--- config.mk ---
export PLATFORM = sky130hd
export DESIGN_NAME = udma_uart_rx
export DESIGN_NICKNAME = d
export VERILOG_FILES = /design/src/rtl/udma_uart_pkg.sv /design/src/rtl/udma_uart_sync.sv /design/src/rtl/udma_uart_rx.sv
export SDC_FILE = /design/constraint.sdc
export NUM_CORES = 1
export LEC_CHECK = 0
export BUFFER_PORTS_ARGS = -buffer_cell sky130_fd_sc_hd__buf_2
export CORE_MARGIN = 3
export CORE_UTILIZATION = 40
export CTS_CLUSTER_SIZE = 8
export DETAILED_ROUTE_END_ITERATION = 8
export GPL_TIMING_DRIVEN = 0
export PLACE_DENSITY_LB_ADDON = 0.25
export SLEW_MARGIN = 10
export SYNTH_ARGS = -nofsm -noshare
export SYNTH_HDL_FRONTEND = slang
export SYNTH_SLANG_ARGS = --single-unit
--- constraint.sdc ---
create_clock -name clk_i -period 2.94 [get_ports clk_i]
set_input_delay 0.294 -clock clk_i [delete_from_list [all_inputs] [get_ports clk_i]]
set_output_delay 0.294 -clock clk_i [all_outputs]
set_load 0.05 [all_outputs]
--- src/rtl/udma_uart_pkg.sv ---
// Shared definitions for the uDMA UART receiver: FSM state encoding and
// data-width field encoding.
package udma_uart_pkg;

    typedef enum logic [2:0] {
        StIdle,
        StStart,
        StData,
        StParity,
        StStop
    } uart_rx_state_e;

    localparam logic [1:0] BITS_5 = 2'b00;
    localparam logic [1:0] BITS_6 = 2'b01;
    localparam logic [1:0] BITS_7 = 2'b10;
    localparam logic [1:0] BITS_8 = 2'b11;

    // Index of the final data bit for a given width code (4..7).
    function automatic logic [2:0] last_data_idx(input logic [1:0] bits);
        return 3'd4 + {1'b0, bits};
    endfunction

endpackage

--- src/rtl/udma_uart_sync.sv ---
// Multi-flop synchroniser for a single asynchronous line; all flops reset
// to 1 so an idle-high line never looks like a falling edge after reset.
module udma_uart_sync #(
    parameter int unsigned STAGES = 2
) (
    input  logic clk,
    input  logic rst,
    input  logic din,
    output logic dout
);

    logic [STAGES-1:0] ff_q;

    always_ff @(posedge clk or posedge rst) begin
        if (rst) begin
            ff_q <= '1;
        end else begin
            ff_q <= {ff_q[STAGES-2:0], din};
        end
    end

    assign dout = ff_q[STAGES-1];

endmodule

--- src/rtl/udma_uart_rx.sv ---
// UART receiver: oversampled start detection, 5-8 data bits LSB-first,
// optional even parity, one or two stop bits, single-entry output buffer.
module udma_uart_rx
    import udma_uart_pkg::*;
#(
    parameter int unsigned SYNC_STAGES = 2
) (
    input  logic        clk_i,
    input  logic        rst_i,
    input  logic        rx_i,
    input  logic        cfg_en_i,
    input  logic [15:0] cfg_div_i,
    input  logic [1:0]  cfg_bits_i,
    input  logic        cfg_parity_en_i,
    input  logic        cfg_stop_bits_i,
    output logic [7:0]  rx_data_o,
    output logic        rx_valid_o,
    input  logic        rx_ready_i,
    output logic        err_parity_o,
    output logic        err_overflow_o,
    output logic        busy_o
);

    uart_rx_state_e state_q, state_d;

    logic        rx_s;
    logic        rx_prev_q;
    logic [15:0] cnt_q;
    logic [2:0]  bit_cnt_q;
    logic [7:0]  shift_q;
    logic        par_q;
    logic [7:0]  data_q;
    logic        valid_q;
    logic        err_par_q;
    logic        err_ovf_q;

    logic        mid;
    logic        wrap;
    logic        fall;
    logic        last_data;
    logic        last_stop;
    logic        state_chg;
    logic        done;
    logic [7:0]  frame_byte;

    udma_uart_sync #(
        .STAGES (SYNC_STAGES)
    ) u_sync (
        .clk  (clk_i),
        .rst  (rst_i),
        .din  (rx_i),
        .dout (rx_s)
    );

    assign mid       = (cnt_q == (cfg_div_i >> 1));
    // >= rather than == so a mid-frame divider change cannot strand the counter.
    assign wrap      = (cnt_q >= cfg_div_i);
    assign fall      = rx_prev_q & ~rx_s;
    assign last_data = (bit_cnt_q == last_data_idx(cfg_bits_i));
    assign last_stop = (bit_cnt_q[0] == cfg_stop_bits_i);
    assign state_chg = (state_d != state_q);

    // FSM: state register
    always_ff @(posedge clk_i or posedge rst_i) begin
        if (rst_i) begin
            state_q <= StIdle;
        end else begin
            state_q <= state_d;
        end
    end

    // FSM: next state
    always_comb begin
        state_d = state_q;
        if (!cfg_en_i) begin
            state_d = StIdle;
        end else begin
            unique case (state_q)
                StIdle: begin
                    if (fall) state_d = StStart;
                end
                StStart: begin
                    if (mid && rx_s) begin
                        state_d = StIdle;
                    end else if (wrap) begin
                        state_d = StData;
                    end
                end
                StData: begin
                    if (wrap && last_data) begin
                        state_d = cfg_parity_en_i ? StParity : StStop;
                    end
                end
                StParity: begin
                    if (wrap) state_d = StStop;
                end
                StStop: begin
                    if (mid && last_stop) state_d = StIdle;
                end
                default: state_d = StIdle;
            endcase
        end
    end

    // FSM: outputs
    always_comb begin
        busy_o = (state_q != StIdle);
        done   = cfg_en_i && (state_q == StStop) && mid && last_stop;
    end

    always_ff @(posedge clk_i or posedge rst_i) begin
        if (rst_i) begin
            rx_prev_q <= 1'b1;
            cnt_q     <= '0;
            bit_cnt_q <= '0;
        end else begin
            rx_prev_q <= rx_s;
            if ((state_q == StIdle) || state_chg || wrap) begin
                cnt_q <= '0;
            end else begin
                cnt_q <= cnt_q + 16'd1;
            end
            if (state_chg) begin
                bit_cnt_q <= '0;
            end else if (wrap && ((state_q == StData) || (state_q == StStop))) begin
                bit_cnt_q <= bit_cnt_q + 3'd1;
            end
        end
    end

    // Data bits enter at the MSB; the final width is realigned on completion.
    always_ff @(posedge clk_i or posedge rst_i) begin
        if (rst_i) begin
            shift_q <= '0;
            par_q   <= 1'b0;
        end else if (state_q == StIdle) begin
            shift_q <= '0;
            par_q   <= 1'b0;
        end else if (mid && (state_q == StData)) begin
            shift_q <= {rx_s, shift_q[7:1]};
            par_q   <= par_q ^ rx_s;
        end else if (mid && (state_q == StParity)) begin
            par_q   <= par_q ^ rx_s;
        end
    end

    always_comb begin
        frame_byte = shift_q;
        unique case (cfg_bits_i)
            BITS_5:  frame_byte = {3'b000, shift_q[7:3]};
            BITS_6:  frame_byte = {2'b00, shift_q[7:2]};
            BITS_7:  frame_byte = {1'b0, shift_q[7:1]};
            BITS_8:  frame_byte = shift_q;
            default: frame_byte = shift_q;
        endcase
    end

    always_ff @(posedge clk_i or posedge rst_i) begin
        if (rst_i) begin
            data_q    <= '0;
            valid_q   <= 1'b0;
            err_par_q <= 1'b0;
            err_ovf_q <= 1'b0;
        end else begin
            err_par_q <= 1'b0;
            err_ovf_q <= 1'b0;
            if (done) begin
                err_par_q <= cfg_parity_en_i & par_q;
                if (valid_q && !rx_ready_i) begin
                    err_ovf_q <= 1'b1;
                end else begin
                    data_q  <= frame_byte;
                    valid_q <= 1'b1;
                end
            end else if (valid_q && rx_ready_i) begin
                valid_q <= 1'b0;
            end
        end
    end

    assign rx_data_o      = data_q;
    assign rx_valid_o     = valid_q;
    assign err_parity_o   = err_par_q;
    assign err_overflow_o = err_ovf_q;

endmodule

==> impl_metrics.py, run 1 <==
metrics = {
    "run_status": {
        "outcome": "complete, no violations",
    },
    "clocking": {
        "cts.path.max_buffers": 2,
        "tritoncts": "yes",
        "path_clk_slew_ps": 80,
        "numClockSinks": 45,
        "numCtsBuffers": 5,
        "cts.htree.levels": 2,
        "root_buffer": "clkbuf_8",
        "clkLatencyLatePin_ps": 310,
    },
    "floorplanning": {
        "dieArea_um2": 8640,
        "core_area_um2": 7290,
        "initial_core_util_pct": 41.5,
        "die_w_um": 93.0,
        "ioPinCount": 37,
        "rows": 31,
        "dieHeight_um": 93.0,
    },
    "worst_setup_path": {
        "cp.required_ps": 3130,
        "path_class": "register to register",
        "cp_data_arrival_time_ps": 2990,
        "cp_slowest_cell": "or4b_4",
        "startpoint_type": "register",
        "slowest_delay_ps": 510,
        "path_cells": "ha_1 -> nand2_1 -> nor3_2 -> or4b_4 -> and3_4 -> o41a_1 -> o21ai_4 -> buf_12 -> buf_8 -> nor3_2",
        "path_max_fanout": 10,
        "end_kind": "register",
        "critPathBufInv": 2,
        "rrSetupSlack_ps": 140,
        "critPathTopFamily": "simple AND/OR/NAND/NOR gates",
        "path_common_cell": "nor3_2",
    },
    "logic_synthesis": {
        "syn_area_per_cell_um2": 9.03,
        "ys_ff_latch": 45,
        "netlist_area_um2": 3030,
        "yosysWarnings": 0,
        "synthCells": 335,
        "yosysUniqueCellTypes": 51,
        "synth_top_cell_area_share_pct": 34.7,
        "synth_area_leaders": "dfrtp_1, ha_1, nand2_1",
        "yosysSeqAreaShare_pct": 37.3,
        "synthesis.nets": 378,
        "synth_area_leader_cell": "dfrtp_1",
        "ys_async_sr_fraction_pct": 100,
        "ys.flop_type": "dfrtp_1",
        "synth_edf_count": 0,
    },
    "global_route": {
        "grt_usage_pct": 16.8,
        "antenna_found_initial": 0,
        "grt.overflow.total": 0,
        "grt_pass1_vias": 2485,
        "grt_start_max_net_pins": 35,
        "grt_pass1_wl_um": 11600,
    },
    "timing": {
        "finalSetupTns_ps": 0,
        "relSlewSlack_pct": 59.4,
        "fmax_ghz": 0.357,
        "finalSetupViolCount": 0,
        "finalClockSkew_ps": 14.4,
        "tightestPinTransition_ps": 604,
        "rsz0062_at_grt": "false",
        "slew_violations": 0,
        "fin_crit_sh_pct": 95.3,
        "hold_viol": 0,
        "fin_crit_ps": 2800,
    },
    "power_and_ir_drop": {
        "ir_drop_uv": 209,
        "p_per_area_nw_per_um2": 344,
        "swShare_pct": 28.8,
        "internal_power_w": 0.000871,
        "p_sw_w": 0.000352,
        "clkPwrFrac_pct": 31.9,
        "p_leak_nw": 1.68,
        "power_w": 0.00122,
        "power_frac_seq_pct": 52.5,
        "combPwrFrac_pct": 15.6,
    },
    "placed_design": {
        "port_buffers": 34,
        "hpwl_um": 5190,
        "place_congestion": 0.853,
    },
    "drt": {
        "dr.pass1.iters": 5,
        "wire_per_inst_um": 14.2,
        "drc": 0,
        "vias": 2517,
        "routed_wl_um": 6850,
        "final_antenna_net_count": 0,
        "drtIter0Drc": 131,
        "vias_per_cell": 5.21,
    },
    "final_layout": {
        "area_growth_pct": 17.4,
        "fin_nets": 426,
        "drive_above_1_share_pct": 25.8,
        "final_cell_mix": "nand2_1, dfrtp_1, buf_2",
        "diodes": 0,
        "final_common_cell": "nand2_1",
        "n_fill_cell": 735,
    },
    "flow_run": {
        "maxCapViolations": 0,
    },
    "hold_path": {
        "hp-class": "primary input to register",
    },
}
==> cells in the mapped netlist (2+ instances only) <==
cell type  count
dfstp_2        3
o2111ai_1      2
nor2_1        19
xor2_1         5
nand2_1       54
inv_1         27
o21ai_0       18
ha_1          18
nand3_1       13
o311ai_0       2
o221a_2        2
nand2b_1       3
and2_1         3
dfrtp_1       42
nor4b_1        3
a21oi_1       11
clkbuf_1       7
nor2b_1        4
mux2_2        11
nand4_1        6
nor3_2        11
nor4_1         3
a21o_1         3
xnor2_1       22
nor3_1         9
and3_1         5
a2111oi_0      2
mux2i_1        4
==> power by group through the flow <==
| stage | combinational [W] | sequential, W | clock (W) |
|---|---|---|---|
| after floorplan | 0.000122 | 0.000648 | 0 |
| after global placement | 0.000171 | 0.000653 | 0 |
| after detailed placement | 0.000176 | 0.000653 | 0 |
| after CTS | 0.000184 | 0.000642 | 0.000407 |
| after global routing | 0.000215 | 0.000643 | 0.000430 |
| final | 0.000191 | 0.000642 | 0.000390 |
==> cells by family after synthesis <==
group / count (synthesis) / synth area share (%)
muxes: 15 / 5.42
AOI/OAI and AO/OA: 49 / 11.5
DFF: 45 / 37.3
xor gates and xnor gates: 27 / 7.82
adders and majority gates: 18 / 7.44
buffers and inverters: 38 / 5.25
and+or+nand+nor: 143 / 25.3
==> path summary, 6_finish.rpt <==
kind,from,endpoint,depth (start not counted)
setup / recovery,cnt_q[9]$_DFF_PP0_,cnt_q[6]$_DFF_PP0_,10
hold / removal,rx_i,u_sync.ff_q[0]$_DFF_PP1_,1
setup reg to reg,cnt_q[9]$_DFF_PP0_,cnt_q[6]$_DFF_PP0_,10
hold reg to reg,u_sync.ff_q[0]$_DFF_PP1_,u_sync.ff_q[1]$_DFF_PP1_,0
max in group asynchronous,rst_i,u_sync.ff_q[1]$_DFF_PP1_,4
min in group asynchronous,rst_i,rx_data_o[4]$_DFFE_PP0P_,3
==> area by class of cell <==
class / count / area [um^2] / share of cell area (%)
multi-input cells: 252 / 1790 / 50.5
flip-flops and latches: 45 / 1130 / 32.0
repair buffers: 41 / 248 / 6.98
well taps: 99 / 124 / 3.49
inverters: 28 / 105 / 2.96
clock buffers: 5 / 68.8 / 1.94
plain buffers: 10 / 55.1 / 1.55
clock inverters: 3 / 21.3 / 0.599
==> metrics by stage <==
step           setup WS (ps)  utilization (%)  hold slack [ps]  instance area (um^2)  cells
4_1_cts                 12.6             47.7             78.3                  3480    481
3_5_place_dp           -93.7             45.8              255                  3340    469
2_1_floorplan            240                -              298                  3030    335
3_3_place_gp           -96.8             45.5              348                  3320    468
5_1_grt                 11.0             48.7             70.8                  3550    483
6_report                 139             48.7             92.5                  3550    483
==> sequential cells by signal, indices dropped and copies added, names as in the netlist <==
name,count
rx_prev_q,1
err_parity_o,1
u_sync.ff_q,2
err_overflow_o,1
bit_cnt_q,3
shift_q,8
rx_data_o,8
par_q,1
state_q,3
cnt_q,16
rx_valid_o,1
==> routing by layer <==
metal / wire length [um] / vias to the layer above / global-route usage (%) / share of wire, %
li1: - / 1257 / - / -
met1: 3160 / 1210 / 21.7 / 46
met2: 3360 / 40 / 27.5 / 49
met3: 206 / 10 / 3.46 / 3.0
met4: 127 / 0 / 6.72 / 1.9
met5: 0 / - / 0 / 0
==> repair_timing <==
action | 4_1_cts | 5_1_grt
setup endpoints to repair | 14 | 27
hold buffers | 1 | 0
resized for setup | 4 | 14
buffers inserted | 3 | 2
pin swaps | 2 | 4
hold endpoints to repair | 10 | 0
Note: power is estimated with default switching activity, not from simulation.
==> run 2: changes to the inputs <==
clock period = 3.1 ns   (was 2.94 ns; I/O delays follow)
==> run 2 against run 1 <==
Net effect:
- sequential share of layout area grew 0.52 points
- total power is 5.9% lower
- final area fell by 1.9%
- clock skew barely moved
- count of clock-buffer cells in the layout is the same
- critical path depth down 1
- wire length shrank 2.3%
- first-iteration DRC count up 12%
- cell count shrank 0.83%
- critical endpoint unchanged
- non-clock buffer count fell by 4
- highest routed layer unchanged
==> impl_metrics.py, run 2 (synthesis gave the netlist of run 1 again) <==
metrics = {
    "clocking": {
        "cts.path.max_buffers": 2,
        "numCtsBuffers": 5,
        "path_clk_slew_ps": 80,
        "clkLatencyLatePin_ps": 310,
        "cts.htree.levels": 2,
        "numClockSinks": 45,
        "tritoncts": "yes",
        "root_buffer": "clkbuf_8",
    },
    "timing": {
        "hold_viol": 0,
        "rsz0062_at_grt": "false",
        "fmax_ghz": 0.337,
        "fin_crit_sh_pct": 95.7,
        "hold_ws_ps": 108,
        "fin_crit_ps": 2970,
        "tightestPinTransition_ps": 691,
        "finalSetupTns_ps": 0,
        "relSlewSlack_pct": 53.5,
        "finalClockSkew_ps": 14.2,
        "slew_violations": 0,
        "finalSetupViolCount": 0,
    },
    "worst_setup_path": {
        "path_max_fanout": 10,
        "path_cells": "ha_1 -> nand4_2 -> nor3_2 -> or4b_4 -> and3_4 -> o41a_1 -> o21ai_4 -> buf_8 -> nor3_2",
        "critPathTopFamily": "simple AND/OR/NAND/NOR gates",
        "slowest_delay_ps": 510,
        "cp_slowest_cell": "or4b_4",
        "startpoint_type": "register",
        "end_kind": "register",
        "critPathBufInv": 1,
        "path_class": "register to register",
        "cp_data_arrival_time_ps": 3150,
        "cp.required_ps": 3290,
        "path_common_cell": "nor3_2",
    },
    "drt": {
        "wire_per_inst_um": 14.0,
        "routed_wl_um": 6690,
        "drc": 0,
        "drtIter0Drc": 147,
        "final_antenna_net_count": 0,
        "vias_per_cell": 5.20,
        "vias": 2491,
        "dr.pass1.iters": 4,
    },
    "final_layout": {
        "final_cell_mix": "nand2_1, dfrtp_1, buf_2",
        "regMostFlops": "cnt_q",
        "drive_above_1_share_pct": 23.4,
        "largest_reg_flops": 16,
        "fin_nets": 422,
        "final_common_cell": "nand2_1",
        "diodes": 0,
        "area_growth_pct": 15.1,
        "post-route-cell-area_um2": 3480,
    },
    "global_route": {
        "grt.overflow.total": 0,
        "antenna_found_initial": 0,
        "grt_pass1_wl_um": 11300,
        "grt_start_max_net_pins": 35,
        "grt_usage_pct": 16.4,
        "grt_pass1_vias": 2441,
    },
    "floorplanning": {
        "die_w_um": 93.0,
        "initial_core_util_pct": 41.5,
        "rows": 31,
        "dieArea_um2": 8640,
        "dieHeight_um": 93.0,
        "ioPinCount": 37,
        "core_area_um2": 7290,
    },
    "power_and_ir_drop": {
        "p_leak_nw": 1.65,
        "ir_drop_uv": 198,
        "p_per_area_nw_per_um2": 330,
    },
    "hold_path": {
        "hp-class": "primary input to register",
    },
    "placed_design": {
        "hpwl_um": 5190,
        "place_congestion": 0.853,
        "port_buffers": 34,
        "placed_area_um2": 3340,
    },
    "flow_run": {
        "maxCapViolations": 0,
    },
    "run_status": {
        "outcome": "complete, no violations",
    },
}
## run 2: what timing repair did
| action | in CTS | in global routing |
|---|---|---|
| setup buffers | 0 | 1 |
| endpoints found under the setup margin | 0 | 24 |
| gates resized for setup | 0 | 9 |
| endpoints found under the hold margin | 10 | 0 |
| hold buffers | 1 | 0 |
## run 2: area by class of cell
cell class | count | area [um^2]
buffer | 10 | 55.1
sequential | 45 | 1130
timing repair buffer | 37 | 208
fill | 743 | 3810
clock inverter | 3 | 21.3
inverter | 28 | 105
clock buffer | 5 | 68.8
multi-input combinational | 252 | 1770
tap | 99 | 124
## run 2: worst paths after layout
check / slack [ps] / start / to / cells after the start
min reg2reg: 360 / u_sync.ff_q[0]$_DFF_PP1_ / u_sync.ff_q[1]$_DFF_PP1_ / 0
min: 110 / rx_i / u_sync.ff_q[0]$_DFF_PP1_ / 1
max in group asynchronous: 2090 / rst_i / u_sync.ff_q[1]$_DFF_PP1_ / 4
min in group asynchronous: 480 / rst_i / rx_data_o[4]$_DFFE_PP0P_ / 3
max: 130 / cnt_q[13]$_DFF_PP0_ / cnt_q[6]$_DFF_PP0_ / 9
max reg2reg: 130 / cnt_q[13]$_DFF_PP0_ / cnt_q[6]$_DFF_PP0_ / 9
## run 2: worst reg2reg max path, stage by stage (launching register included)
cell and delay (ps):
dfrtp_1 450, ha_1 340, nand4_2 150, nor3_2 240, or4b_4 510, and3_4 210, o41a_1 400, o21ai_4 290
buf_8 200, nor3_2 60
## run 2: report_power, final
group,switching [W],internal [W]
Sequential,0.0000119,0.000597
Clock,0.000209,0.000160
Combinational,0.000109,0.0000632
## run 2: metal layers
metal / up-vias / wire [um] / global-route usage [%]
li1: 1250 / - / -
met1: 1187 / 3060 / 21.4
met2: 42 / 3260 / 26.5
met3: 12 / 218 / 3.38
met4: 0 / 151 / 6.84
met5: - / 0 / 0
## run 2: stage by stage
stage,std cells,utilization (%),power (W),setup slack (ps)
global route,479,47.8,0.00121,11.8
finish,479,47.8,0.00115,133
floorplan,335,-,0.000730,400
detailed placement,469,45.8,0.000786,56.1
global placement,468,45.5,0.000782,63.1
CTS,478,47.2,0.00116,11.4
